## src/rtl/hazard_stall_ctrl.sv

```systemverilog
// Pipeline hazard/stall controller: holds, flushes and bubbles for the five-stage core,
// HALT drain/freeze sequencing and a saturating stall-cycle counter.
module hazard_stall_ctrl #(
    parameter int REG_BITS = 3,
    parameter int CNT_BITS = 16
) (
    input  logic                clk,
    input  logic                rst,
    input  logic [REG_BITS-1:0] id_rs,
    input  logic [REG_BITS-1:0] id_rt,
    input  logic                id_rs_vld,
    input  logic                id_rt_vld,
    input  logic [REG_BITS-1:0] ex_rd,
    input  logic                ex_rd_wr,
    input  logic                ex_is_load,
    input  logic                br_taken_ex,
    input  logic                imem_busy,
    input  logic                mem_busy,
    input  logic                halt_id,
    output logic                stall_pc,
    output logic                stall_ifid,
    output logic                stall_idex,
    output logic                stall_exmem,
    output logic                stall_memwb,
    output logic                flush_ifid,
    output logic                bubble_idex,
    output logic                halted,
    output logic [CNT_BITS-1:0] stall_cycles
);

    typedef enum logic [1:0] {
        ST_RUN    = 2'd0,
        ST_DRAIN  = 2'd1,
        ST_HALTED = 2'd2
    } state_t;

    state_t              state_q, state_d;
    logic [1:0]          drain_cnt_q, drain_cnt_d;
    logic [CNT_BITS-1:0] stall_cycles_q, stall_cycles_d;

    logic load_use;
    logic st_pc, st_ifid, st_idex, st_exmem, st_memwb, fl_ifid, bub_idex;

    assign load_use = ex_is_load & ex_rd_wr &
                      ((id_rs_vld & (id_rs == ex_rd)) | (id_rt_vld & (id_rt == ex_rd)));

    always_comb begin
        state_d     = state_q;
        drain_cnt_d = drain_cnt_q;
        st_pc       = 1'b0;
        st_ifid     = 1'b0;
        st_idex     = 1'b0;
        st_exmem    = 1'b0;
        st_memwb    = 1'b0;
        fl_ifid     = 1'b0;
        bub_idex    = 1'b0;

        case (state_q)
            ST_RUN: begin
                if (mem_busy) begin
                    st_pc    = 1'b1;
                    st_ifid  = 1'b1;
                    st_idex  = 1'b1;
                    st_exmem = 1'b1;
                    st_memwb = 1'b1;
                end else if (br_taken_ex) begin
                    fl_ifid  = 1'b1;
                    bub_idex = 1'b1;
                end else if (load_use) begin
                    st_pc    = 1'b1;
                    st_ifid  = 1'b1;
                    bub_idex = 1'b1;
                end else if (imem_busy) begin
                    st_pc   = 1'b1;
                    fl_ifid = 1'b1;
                end else if (halt_id) begin
                    st_pc       = 1'b1;
                    fl_ifid     = 1'b1;
                    state_d     = ST_DRAIN;
                    drain_cnt_d = 2'd3;
                end
            end
            ST_DRAIN: begin
                st_pc   = 1'b1;
                fl_ifid = 1'b1;
                if (mem_busy) begin
                    st_ifid  = 1'b1;
                    st_idex  = 1'b1;
                    st_exmem = 1'b1;
                    st_memwb = 1'b1;
                end else begin
                    drain_cnt_d = drain_cnt_q - 2'd1;
                    // A zero count is unreachable; treat it like the last step so we never wrap.
                    if (drain_cnt_q <= 2'd1) begin
                        state_d = ST_HALTED;
                    end
                end
            end
            ST_HALTED: begin
                st_pc    = 1'b1;
                st_ifid  = 1'b1;
                st_idex  = 1'b1;
                st_exmem = 1'b1;
                st_memwb = 1'b1;
            end
            default: begin
                state_d     = ST_RUN;
                drain_cnt_d = 2'd0;
            end
        endcase
    end

    // Outputs are forced low for the whole time rst is held.
    always_comb begin
        stall_pc    = st_pc    & ~rst;
        stall_ifid  = st_ifid  & ~rst;
        stall_idex  = st_idex  & ~rst;
        stall_exmem = st_exmem & ~rst;
        stall_memwb = st_memwb & ~rst;
        flush_ifid  = fl_ifid  & ~rst;
        bubble_idex = bub_idex & ~rst;
        halted      = (state_q == ST_HALTED) & ~rst;
    end

    always_comb begin
        stall_cycles_d = stall_cycles_q;
        if (stall_pc && (state_q != ST_HALTED) && (stall_cycles_q != {CNT_BITS{1'b1}})) begin
            stall_cycles_d = stall_cycles_q + 1'b1;
        end
    end

    assign stall_cycles = stall_cycles_q;

    always_ff @(posedge clk or posedge rst) begin
        if (rst) begin
            state_q        <= ST_RUN;
            drain_cnt_q    <= 2'd0;
            stall_cycles_q <= '0;
        end else begin
            state_q        <= state_d;
            drain_cnt_q    <= drain_cnt_d;
            stall_cycles_q <= stall_cycles_d;
        end
    end

endmodule

```

## config.mk

```make
export PLATFORM = sky130hd
export DESIGN_NAME = hazard_stall_ctrl
export DESIGN_NICKNAME = d
export VERILOG_FILES = /design/src/rtl/hazard_stall_ctrl.sv
export SDC_FILE = /design/constraint.sdc
export NUM_CORES = 1
export LEC_CHECK = 0
export CORE_ASPECT_RATIO = 1.5
export CORE_MARGIN = 3
export CORE_UTILIZATION = 47
export DETAILED_ROUTE_END_ITERATION = 12
export PLACE_DENSITY_LB_ADDON = 0.1
export SLEW_MARGIN = 20
export SYNTH_ARGS = -nofsm -noshare
export SYNTH_HDL_FRONTEND = slang
export SYNTH_SLANG_ARGS = --single-unit
```

## constraint.sdc

```tcl
create_clock -name clk -period 2.65 [get_ports clk]
set_input_delay 0.265 -clock clk [delete_from_list [all_inputs] [get_ports clk]]
set_output_delay 0.265 -clock clk [all_outputs]
set_load 0.005 [all_outputs]
```

==> reports/metrics.yaml <==
setup_path:
  critPathMaxStageDelay_ns: 0.54
  cp.arrival_ns: 2.21
  critPathSlowestCell: "clkdlybuf4s50_1"
  start_kind: "flip-flop"
  worstSetupPathType: "reg2out"
  critPathRequiredTime_ns: 2.38
  path_cells: "inv_1, ha_1, o21a_1, nor2_1, a211oi_1, clkdlybuf4s50_1"
  path_max_fanout: 9
  end_kind: "output port"
sta:
  finalHoldViolations: 0
  fmaxAchievable_mhz: 405
  slew_headroom_pct: 49.3
  rsz0062_at_grt: "no"
  setup_ws_ns: 0.180
  fin_setup_tns_ns: 0
  setup-violations-final: 0
  post-route-period-util_pct: 93.2
  min_period_ns: 2.47
  fin_skew_ns: 0.00213
  finalMaxSlewViolations: 0
  worst_slew_pin_slew_ns: 0.757
clock_network:
  cts_tree: "done"
  cts.sinks: 20
  worst_skew_pair.late_latency_ns: 0.25
  ctsHoldBuffers: 0
  cts_buffer_depth: 2
  numCtsBuffers: 3
  clk_pin_slew_ns: 0.07
  htree_levels: 1
  cts_root_buf: "clkbuf_8"
die:
  die_area_mm2: 0.00370
  rows: 23
  io_pins: 43
  coreArea_mm2: 0.00276
  die_h_um: 73.0
  die_w_um: 50.6
  start_util_pct: 50.9
power:
  p_switching_mw: 0.535
  p_int_mw: 0.877
  pwr-share-clk_pct: 16.4
  comb_power_share_pct: 48.2
  peakVddDrop_uv: 496
  pwr-share-seq_pct: 35.4
  sw_frac_of_total_pct: 37.9
  cellPowerDensity_mw_per_mm2: 726
  p_leak_nw: 0.804
  power_mw: 1.41
global_route:
  grt_overflow: 0
  antenna_found_initial: 0
  grt_pass1_vias: 1284
  grt_pass1_wl_um: 5420
  grt_start_max_net_pins: 21
  grt.total_usage_pct: 19.1
layout:
  fin_nets: 216
  mostFrequentLayoutCells: "clkdlybuf4s50_1 (42), dfrtp_1 (20), nor2_1 (19)"
  layout-drive-gt1-share_pct: 13.2
  diodes: 0
  area_growth_pct: 38.3
  final_common_cell: "clkdlybuf4s50_1"
routing:
  drt-total-wl_um: 3350
  vias: 1238
  dr.first_iter.drc_count: 19
  first_pass_iters: 4
  drc: 0
  viasPerCell: 5.45
  ant_nets: 0
  drt-wirelength-per-cell_um: 14.7
run:
  drv_cap: 0
placement:
  place.detailed.hpwl_um: 2670
  dp_slack_ns: 0.144
  gp_routability_congestion: 0.838
  portBuffers: 42
yosys:
  synth_cell_types: 44
  synth-seq-cells: 20
  synth_cells: 144
  synth_edf_count: 0
  yosysWarnings: 0
  yosysSeqAreaShare_pct: 35.6
  synth_fp_nets: 169
  ys_async_sr_fraction_pct: 100
  syn_avg_cell_area_um2: 9.76
  synthFlopType: "dfrtp_1"
  synth_area_mm2: 0.00141
status:
  status: "finished, final reports clean"
worst_hold_path:
  hold_class: "reg2reg"
[flip-flops by register name, summed over array words and instances (netlist names)]
name and count:
drain_cnt_q 2, stall_cycles 16, state_q 2
[metrics by stage]
stage | cell area [um2] | util, % | hold WS, ns | std cells
2_1_floorplan | 1410 | - | 0.238 | 144
3_3_place_gp | 1870 | 67.5 | 0.479 | 222
3_5_place_dp | 1870 | 67.5 | 0.489 | 222
4_1_cts | 1920 | 69.5 | 0.503 | 226
5_1_grt | 1940 | 70.3 | 0.535 | 227
6_report | 1940 | 70.3 | 0.497 | 227
[worst max-delay path: cells and delay by family, from the launching register on]
family                     cells  cell delay (ns)
DFF                            1             0.43
adders and majority gates      1             0.37
and+or+nand+nor                1             0.06
AOI/OAI and AO/OA              2             0.39
buffers and inverters          2             0.70
[routing by layer]
layer  track usage, %  routed length, um  vias to the layer above
met4             10.2                 92                        0
met5                0                  0                        -
met1             18.7               1210                      599
met3             2.45                120                       10
li1                 -                  -                      597
met2             37.5               1920                       32
[path summary, 6_finish.rpt]
path	from	to	slack, ns	cells past startpoint
min reg2reg	stall_cycles[15]	stall_cycles[15]	0.50	1
max in group asynchronous	rst	stall_cycles[8]	1.88	3
min in group asynchronous	rst	state_q[0]	0.57	3
min	stall_cycles[15]	stall_cycles[15]	0.50	1
max	state_q[1]	stall_ifid	0.18	6
max reg2reg	state_q[0]	stall_cycles[15]	0.39	8
[power by group through the flow]
| stage | clock [mW] | combinational (mW) | sequential (mW) |
|---|---|---|---|
| after floorplan | 0 | 0.382 | 0.488 |
| after global placement | 0 | 0.635 | 0.500 |
| after detailed placement | 0 | 0.661 | 0.503 |
| after CTS | 0.237 | 0.666 | 0.500 |
| after global routing | 0.249 | 0.741 | 0.517 |
| final | 0.232 | 0.680 | 0.500 |
[timing repair]
item,4_1_cts,5_1_grt
endpoints found under the setup margin,0,2
buffers inserted,0,1
gates resized for setup,0,3
[logic make-up after synthesis]
kind of cell	after synthesis	share of synthesized area [%]
flip-flops	20	35.6
buffers and inverters	13	4.81
AND/OR/NAND/NOR	64	29.1
AO/OA/AOI/OAI	18	10.5
multiplexers	2	1.51
adder cells (fa/ha/maj)	6	5.34
XOR/XNOR	21	13.1
[Yosys cell counts, types with 2 or more instances]
cell / number / area share, %
nor3_1: 5 / 1.8
buf_2: 2 / 0.71
xnor2_1: 8 / 5.0
ha_1: 6 / 5.3
nand2_1: 9 / 2.4
nand4_1: 6 / 2.7
nor4_4: 3 / 4.5
xor2_1: 13 / 8.1
buf_4: 2 / 1.1
o21ai_0: 2 / 0.71
nor2b_1: 2 / 0.89
nor2_1: 19 / 5.1
a211oi_1: 2 / 1.1
inv_1: 7 / 1.9
nand3_1: 10 / 3.6
dfrtp_1: 20 / 36
[cell type report]
type	instances	area [um2]
Multi-Input combinational cell	111	852
Fill cell	246	820
Sequential cell	20	500
Timing Repair Buffer	47	458
Clock buffer	4	55.1
Tap cell	37	46.3
Inverter	8	31.3
(Power assumes the default switching activity.)
